$ cat src/rtl/sram_like_arbiter.sv
// Two-master (fetch/data) to one-slave SRAM-like bus arbiter with in-order response steering.
// Optional build macro ARB_ROUND_ROBIN_EN selects round-robin instead of data-first priority.
module sram_like_arbiter #(
  parameter int DEPTH = 4,
  parameter int CNT_W = 3
) (
  input  logic             clk,
  input  logic             resetn,
  input  logic             inst_req,
  input  logic [31:0]      inst_addr,
  output logic             inst_addr_ok,
  output logic [31:0]      inst_rdata,
  output logic             inst_data_ok,
  input  logic             data_req,
  input  logic             data_wr,
  input  logic [3:0]       data_wstrb,
  input  logic [2:0]       data_size,
  input  logic [31:0]      data_addr,
  input  logic [31:0]      data_wdata,
  output logic             data_addr_ok,
  output logic [31:0]      data_rdata,
  output logic             data_data_ok,
  output logic             mem_req,
  output logic             mem_wr,
  output logic [3:0]       mem_wstrb,
  output logic [2:0]       mem_size,
  output logic [31:0]      mem_addr,
  output logic [31:0]      mem_wdata,
  input  logic             mem_addr_ok,
  input  logic [31:0]      mem_rdata,
  input  logic             mem_data_ok,
  output logic [CNT_W-1:0] outstanding_o,
  output logic             spurious_o
);

  localparam int PTR_W = CNT_W - 1;
  localparam logic [CNT_W-1:0] FULL = CNT_W'(DEPTH);
  localparam logic SRC_INST = 1'b0;
  localparam logic SRC_DATA = 1'b1;

  typedef enum logic {IDLE, LOCKED} state_t;

  state_t           state_reg, state_next;
  logic             lock_src_reg;
  logic             grant;
  logic             idle_pick;
  logic             sel_req;
  logic             push, pop;
  logic             head;
  logic [PTR_W-1:0] wr_ptr_reg, rd_ptr_reg;
  logic [CNT_W-1:0] count_reg;
  logic             spurious_reg;
  logic             src_mem [DEPTH];

`ifdef ARB_ROUND_ROBIN_EN
  logic last_grant_reg;

  // With both masters asking, the one not served last time wins.
  always_comb begin
    if (data_req && inst_req) idle_pick = ~last_grant_reg;
    else                      idle_pick = data_req ? SRC_DATA : SRC_INST;
  end

  always_ff @(posedge clk) begin
    if (!resetn)   last_grant_reg <= SRC_INST;
    else if (push) last_grant_reg <= grant;
  end
`else
  // The data request belongs to the older instruction, so it goes first.
  always_comb idle_pick = data_req ? SRC_DATA : SRC_INST;
`endif

  always_comb begin
    state_next = state_reg;
    grant      = (state_reg == LOCKED) ? lock_src_reg : idle_pick;
    sel_req    = (grant == SRC_DATA) ? data_req : inst_req;
    mem_req    = sel_req && (count_reg != FULL);
    if (mem_req && !mem_addr_ok)     state_next = LOCKED;
    else if (mem_req && mem_addr_ok) state_next = IDLE;

    mem_wr    = 1'b0;
    mem_wstrb = 4'h0;
    mem_size  = 3'd2;
    mem_addr  = inst_addr;
    mem_wdata = 32'h0;
    if (grant == SRC_DATA) begin
      mem_wr    = data_wr;
      mem_wstrb = data_wstrb;
      mem_size  = data_size;
      mem_addr  = data_addr;
      mem_wdata = data_wdata;
    end

    push         = mem_req && mem_addr_ok;
    pop          = mem_data_ok && (count_reg != '0);
    inst_addr_ok = push && (grant == SRC_INST);
    data_addr_ok = push && (grant == SRC_DATA);
  end

  always_ff @(posedge clk) begin
    if (!resetn) begin
      state_reg    <= IDLE;
      lock_src_reg <= SRC_INST;
    end else begin
      state_reg <= state_next;
      if (mem_req && !mem_addr_ok) lock_src_reg <= grant;
    end
  end

  always_ff @(posedge clk) begin
    if (push) src_mem[wr_ptr_reg] <= grant;
  end

  always_ff @(posedge clk) begin
    if (!resetn) begin
      wr_ptr_reg   <= '0;
      rd_ptr_reg   <= '0;
      count_reg    <= '0;
      spurious_reg <= 1'b0;
    end else begin
      if (push) wr_ptr_reg <= wr_ptr_reg + 1'b1;
      if (pop)  rd_ptr_reg <= rd_ptr_reg + 1'b1;
      if (push && !pop)      count_reg <= count_reg + 1'b1;
      else if (pop && !push) count_reg <= count_reg - 1'b1;
      if (mem_data_ok && count_reg == '0) spurious_reg <= 1'b1;
    end
  end

  assign head          = src_mem[rd_ptr_reg];
  assign inst_rdata    = mem_rdata;
  assign data_rdata    = mem_rdata;
  assign inst_data_ok  = pop && (head == SRC_INST);
  assign data_data_ok  = pop && (head == SRC_DATA);
  assign outstanding_o = count_reg;
  assign spurious_o    = spurious_reg;

endmodule
$ cat config.mk
export PLATFORM = sky130hd
export DESIGN_NAME = sram_like_arbiter
export DESIGN_NICKNAME = d
export VERILOG_FILES = /design/src/rtl/sram_like_arbiter.sv
export SDC_FILE = /design/constraint.sdc
export NUM_CORES = 1
export LEC_CHECK = 0
export CAP_MARGIN = 10
export CELL_PAD_IN_SITES_DETAIL_PLACEMENT = 0
export CELL_PAD_IN_SITES_GLOBAL_PLACEMENT = 1
export CORE_MARGIN = 4
export CORE_UTILIZATION = 15
export CTS_CLUSTER_DIAMETER = 50
export DETAILED_ROUTE_END_ITERATION = 7
export PLACE_DENSITY_LB_ADDON = 0.1
export SYNTH_ARGS = -nofsm -noshare
export SYNTH_HDL_FRONTEND = slang
export SYNTH_SLANG_ARGS = --single-unit
$ cat constraint.sdc
create_clock -name clk -period 4.2 [get_ports clk]
set_clock_uncertainty 0.15 [all_clocks]
set_input_delay 0.84 -clock clk [delete_from_list [all_inputs] [get_ports clk]]
set_output_delay 0.84 -clock clk [all_outputs]
set_load 0.01 [all_outputs]
After elaboration in Yosys (flattened, before gate mapping)
Memories as Yosys holds them, arrays and structs flattened. A register that Yosys moved wholly into a read port is not among the register bits.
Cells that the tools add are included.
- bits in registers: 10
- bits of input ports: 142
- bits in writable memories: 4
- memories: 1
- logic and storage cells: 48
- output and inout bits: 145
- memories (memory ; words ; width ; read ports ; clocked after Yosys merged registers in ; wr ports ; line ; text):
    src_mem ; 4 ; 1 ; 1 ; 1 ; 1 ; 53 ; logic src_mem [DEPTH];
- reduce and logical (&&, ||, !) cells: 18
- multiplexer cells: 16
- equal/unequal tests: 1
- bitwise operators: 2
- add/sub/neg operators: 4
- operator list (cell ; count):
    $mux 32 ; 2
    $logic_and 1x1->1 ; 11
    $mux 3 ; 3
    $mux 1 ; 8
    $add 2x1->2 const B ; 2
    $mux 2 ; 2
    $mux 4 ; 1
    $reduce_bool 2->1 ; 2
    $add 3x1->3 const B ; 1
    $logic_not 1->1 ; 3
    $logic_not 3->1 ; 1
    $ne 3x3->1 const B ; 1
    $reduce_bool 3->1 ; 1
    $sub 3x1->3 const B ; 1
    $not 1->1 ; 2

Longest topological paths before layout
- depth after elaboration: 9
- depth in mapped cells: 8
- mapped depth without buffers: 8

Worst setup path before layout
No wires, ideal clock.
- path type: input-to-reg
- start point: input port data_req
- end point: register count_reg[2] (netlist: outstanding_o[2])
- buffers on the path: 0
- slack: 1256 ps
- library setup time: 72 ps
- required time: 3978 ps
- stages on the path: 8
- data arrival time: 2722 ps
- cells stage by stage: mux2i_2 > a2111oi_4 > ha_1 > inv_1 > fa_1 > xor2_1 > or3_1 > a21oi_1
- word-level cells in the longest chain between the ends: 8
- elaborated cells on any way between the ends: 10
- classes of those cells: mux (4); reduce/logical (6)
- ends and longest elaborated chain (item ; line ; text):
    start, declared ; 14 ; input logic data_req,
    $mux 1 ; 70 ; always_comb idle_pick = data_req ? SRC_DATA : SRC_INST;
    $mux 1 ; 75 ; grant = (state_reg == LOCKED) ? lock_src_reg : idle_pick;
    $mux 1 * ; 76 ; sel_req = (grant == SRC_DATA) ? data_req : inst_req;
    $logic_and 1x1->1 * ; 77 ; mem_req = sel_req && (count_reg != FULL);
    $logic_and 1x1->1 * ; 94 ; push = mem_req && mem_addr_ok;
    named net push ; 48 ; logic push, pop;
    $logic_not 1->1 ; 124 ; else if (pop && !push) count_reg <= count_reg - 1'b1;
    $logic_and 1x1->1 ; 124 ;
    $reduce_bool 2->1 (no source line) ; n/a ;
    end signal, assigned ; 123 ; if (push && !pop) count_reg <= count_reg + 1'b1;
    end signal, assigned ; 124 ;
    end, declared ; 51 ; logic [CNT_W-1:0] count_reg;
The timed path passes the listed nets; every way through them passes the cells marked *.
A chain may end at the register's enable or synchronous reset.

Worst setup path after layout
- start point: input port data_req
- end point: output port inst_addr_ok
- word-level cells in the longest chain between the ends: 6
- elaborated cells on any way between the ends: 7
- classes of those cells: mux (3); bitwise (1); reduce/logical (3)
- ends and longest elaborated chain (item ; line ; text):
    $mux 1 ; 70 ;
    $mux 1 ; 75 ;
    $mux 1 ; 76 ;
    $logic_and 1x1->1 ; 77 ;
    $logic_and 1x1->1 ; 94 ;
    $logic_and 1x1->1 * ; 96 ; inst_addr_ok = push && (grant == SRC_INST);
    end, declared ; 11 ; output logic inst_addr_ok,
Mark *: on every way between the ends. The rest lies on a longest branch, timed or not.

==> metrics.txt <==
# TYPE chip_impl_metric gauge
chip_impl_info{name="status",value="finished clean"} 1
chip_impl_info{name="critical_path.startpoint",value="data_req"} 1
chip_impl_metric{name="drt-pass1-iter-count",unit=""} 4
chip_impl_metric{name="cts-hold-fix-buffers",unit=""} 0
chip_impl_metric{name="depth_of_the_worst_register_to_register_path",unit=""} 9
chip_impl_metric{name="cts_post_setup_buffers_inserted",unit=""} 0
chip_impl_metric{name="syn-instance-count",unit=""} 287
chip_impl_metric{name="hpwlAfterDp",unit="microns"} 6699
chip_impl_info{name="ys.flop_type",value="dfxtp_1"} 1
chip_impl_metric{name="postPlaceCellArea",unit="sq um"} 3598
chip_impl_metric{name="power_density",unit="nW/um^2"} 320.2
chip_impl_metric{name="route.detailed.drc",unit=""} 0
chip_impl_metric{name="synth_edf_count",unit=""} 4
chip_impl_info{name="synth.largest_area_cell",value="buf_4"} 1
chip_impl_metric{name="grt_overflow_total",unit=""} 0
chip_impl_metric{name="viasPerCell",unit=""} 3.591
chip_impl_info{name="worst_hold_startpoint",value="spurious_o"} 1
chip_impl_metric{name="antenna_found_initial",unit=""} 0
chip_impl_metric{name="area_growth",unit="%"} 89.37
chip_impl_metric{name="clkSlewWorstSetupHoldPaths",unit="ns"} 0.05
chip_impl_info{name="post-synth-top-count-cell",value="nand2_1"} 1
chip_impl_metric{name="finish.net_count",unit=""} 561
chip_impl_metric{name="drv.max_cap_violation_count",unit=""} 0
chip_impl_info{name="timing.critical_path.to_type",value="primary output"} 1
chip_impl_metric{name="pin_count_of_the_biggest_net_entering_global_routing",unit=""} 55
chip_impl_info{name="type_of_element_launching_the_critical_path",value="input port"} 1
chip_impl_metric{name="max-vdd-ir-drop",unit="uV"} 213.8
chip_impl_info{name="cell_types_with_the_largest_area_share_after_synthesis",value="buf_4, nand2_1, and2_1"} 1
chip_impl_metric{name="syn-num-nets",unit=""} 435
chip_impl_metric{name="cts.sink_count",unit=""} 16
chip_impl_metric{name="crit_fanout",unit=""} 13
chip_impl_metric{name="crit_required",unit="ns"} 3.21
chip_impl_metric{name="floorplan_core_area",unit="sq um"} 12670
chip_impl_info{name="r2r_start",value="state_reg"} 1
chip_impl_metric{name="fin_crit_sh",unit=""} 0.8768
chip_impl_metric{name="totalWireLength",unit="microns"} 7866
chip_impl_metric{name="h-tree-depth",unit=""} 1
chip_impl_metric{name="clockBufferDepth",unit=""} 2
chip_impl_metric{name="boundaryPins",unit=""} 287
chip_impl_metric{name="diodes",unit=""} 0
chip_impl_metric{name="cts_made_buffers",unit=""} 3
chip_impl_metric{name="drt_iter0_markers",unit=""} 41
chip_impl_metric{name="setup-violations-final",unit=""} 0
chip_impl_info{name="grt_setup_unrepaired",value="false"} 1
chip_impl_info{name="worstReg2RegEnd",value="outstanding_o[2]"} 1
chip_impl_metric{name="ys_async_sr_fraction",unit=""} 0
chip_impl_metric{name="final_max_slew_viol_count",unit=""} 0
chip_impl_metric{name="synth_area",unit="sq um"} 1942
chip_impl_info{name="tritoncts",value="yes"} 1
chip_impl_metric{name="floorplan.initialDensity",unit=""} 0.1533
chip_impl_metric{name="die_area",unit="sq um"} 14830
chip_impl_metric{name="placedCellCount",unit=""} 580
chip_impl_metric{name="number_of_failing_hold_endpoints_at_the_final_stage",unit=""} 0
chip_impl_metric{name="timing.slew.headroom",unit=""} 0.5688
chip_impl_metric{name="finalNonFillerCells",unit=""} 584
chip_impl_metric{name="totalPowerFinal",unit="W"} 0.001178
chip_impl_metric{name="cell_depth_of_the_worst_min_delay_path",unit=""} 2
chip_impl_metric{name="route.detailed.wl_per_inst",unit="microns"} 13.47
chip_impl_metric{name="grt_first_pass_wirelength",unit="microns"} 11300
chip_impl_metric{name="fillCellCount",unit=""} 1408
chip_impl_metric{name="timing.setup.tns",unit="ns"} 0
chip_impl_metric{name="drive_above_1_share",unit=""} 0.03398
chip_impl_metric{name="post-synth-top-area-fraction",unit=""} 0.2474
chip_impl_metric{name="final_area",unit="sq um"} 3677
chip_impl_info{name="ys_top_cells_by_count",value="nand2_1, buf_4, and2_1, dfxtp_1, inv_1"} 1
chip_impl_metric{name="worst-r2r-setup-slack",unit="ns"} 1.56
chip_impl_metric{name="worst_skew_pair.late_latency",unit="ns"} 0.24
chip_impl_metric{name="transition_time_at_the_pin_with_the_least_slew_margin",unit="ns"} 0.6454
chip_impl_metric{name="worst-endpoint-arrival",unit="ns"} 2.69
chip_impl_info{name="library_cell_used_as_clock_root_buffer",value="clkbuf_16"} 1
chip_impl_info{name="hp-class",value="flip-flop to flip-flop"} 1
chip_impl_metric{name="via_count",unit=""} 2097
chip_impl_info{name="setup.worst_path.end",value="inst_addr_ok"} 1
chip_impl_metric{name="sequential_area_share_after_synthesis",unit=""} 0.1856
chip_impl_metric{name="routabilityCongestion",unit=""} 0.6754
chip_impl_info{name="kind_of_critical_path",value="input port to primary output"} 1
chip_impl_metric{name="grtUsageTotal",unit=""} 0.09561
chip_impl_metric{name="power_leakage",unit="nW"} 1.515
chip_impl_metric{name="maxClockFrequency",unit="GHz"} 0.2716
chip_impl_metric{name="yosys.cell_types.count",unit=""} 34
chip_impl_metric{name="first_global_vias",unit=""} 2053
chip_impl_metric{name="placement.io_buffers",unit=""} 190
chip_impl_metric{name="antenna_violating_nets_post_route",unit=""} 0
chip_impl_metric{name="die_outline_height",unit="microns"} 121.8
chip_impl_metric{name="fp.dieW",unit="microns"} 121.8
chip_impl_metric{name="post_cts_sizing_count",unit=""} 0
chip_impl_metric{name="synthesized_flop_and_latch_total",unit=""} 16
chip_impl_metric{name="post_synth.cell_area_avg",unit="sq um"} 6.766
chip_impl_metric{name="synth_warnings",unit=""} 0
chip_impl_metric{name="period_needed",unit="ns"} 3.682
chip_impl_metric{name="core.rowCount",unit=""} 41
[layout make-up]
cell class	instances	area, sq um	area share
tap	172	215.2	0.05852
timing repair buffer	196	1959	0.5328
sequential	16	360.3	0.09799
clock inverter	1	3.754	0.001021
multi-input combinational	187	1030	0.2800
clock buffer	3	75.07	0.02042
inverter	9	33.78	0.009187
[where the power goes]
part           leakage, nW  switching, W  internal [W]
registers            0.135     0.0000452      0.000199
clock network       0.0385     0.0000563      0.000126
logic                 1.34      0.000315      0.000436
[worst max-delay path: stages]
cell and delay (ns):
clkdlybuf4s50_1 0.47, mux2i_4 0.20, buf_4 0.24, nand2_1 0.07, nor4_1 0.26, clkdlybuf4s50_1 0.61
[cell families (layout without fill, tap and decap cells)]
logic type | after synthesis | after routing | share of synthesized area
and+or+nand+nor | 162 | 162 | 0.3860
muxes | 5 | 5 | 0.03415
xor gates and xnor gates | 4 | 4 | 0.01804
adders and majority gates | 6 | 6 | 0.04253
buffers and inverters | 84 | 209 | 0.2887
DFF | 16 | 16 | 0.1856
AOI/OAI and AO/OA | 10 | 10 | 0.04511
[per-stage QoR]
stage	setup WS (ns)	utilization	hold WS (ns)
CTS	0.4518	0.2902	0.3382
floorplan	1.256	-	0.3177
finish	0.5176	0.2902	0.3373
detailed placement	0.4548	0.2840	0.3264
global route	0.3230	0.2902	0.3814
global placement	0.4772	0.2840	0.3123
[cell usage in the layout, fill, tap and decap left out]
cell             instances
xor2_1                   4
clkbuf_16                3
or3b_2                   1
ha_1                     5
a2111oi_4                1
o311ai_0                 1
nor4_1                   2
inv_2                    1
dfxtp_1                 12
mux4_2                   1
nand2_1                101
clkdlybuf4s50_1        190
nand2b_1                 1
mux2i_1                  3
edfxtp_1                 4
nor3_1                   1
o21ai_0                  1
mux2i_4                  1
inv_1                    7
nand4_1                  1
nor2b_1                  1
and2_1                  43
buf_4                    5
o211ai_1                 1
a211oi_1                 1
nand3b_1                 1
a21oi_1                  3
nor3b_1                  1
buf_12                   1
and3b_1                  1
o31ai_1                  1
o41ai_1                  1
fa_1                     1
or3_1                    1
clkinv_1                 2
nor2_1                   7
[per-layer routing]
metal / GRT usage / vias up / wire length [microns]
li1: - / 1072 / -
met1: 0.1083 / 900 / 2930
met2: 0.1761 / 110 / 4043
met3: 0.03435 / 15 / 795
met4: 0.01261 / 0 / 97
met5: 0 / - / 0
[worst min path at each step]
stage | slack (ns) | endpoint
CTS | 0.34 | spurious_o
global placement | 0.31 | spurious_o
detailed placement | 0.33 | spurious_o
global route | 0.38 | wr_ptr_reg[0]
finish | 0.34 | spurious_o
floorplan | 0.32 | wr_ptr_reg[1]
Note: power is estimated with default switching activity, not from simulation.
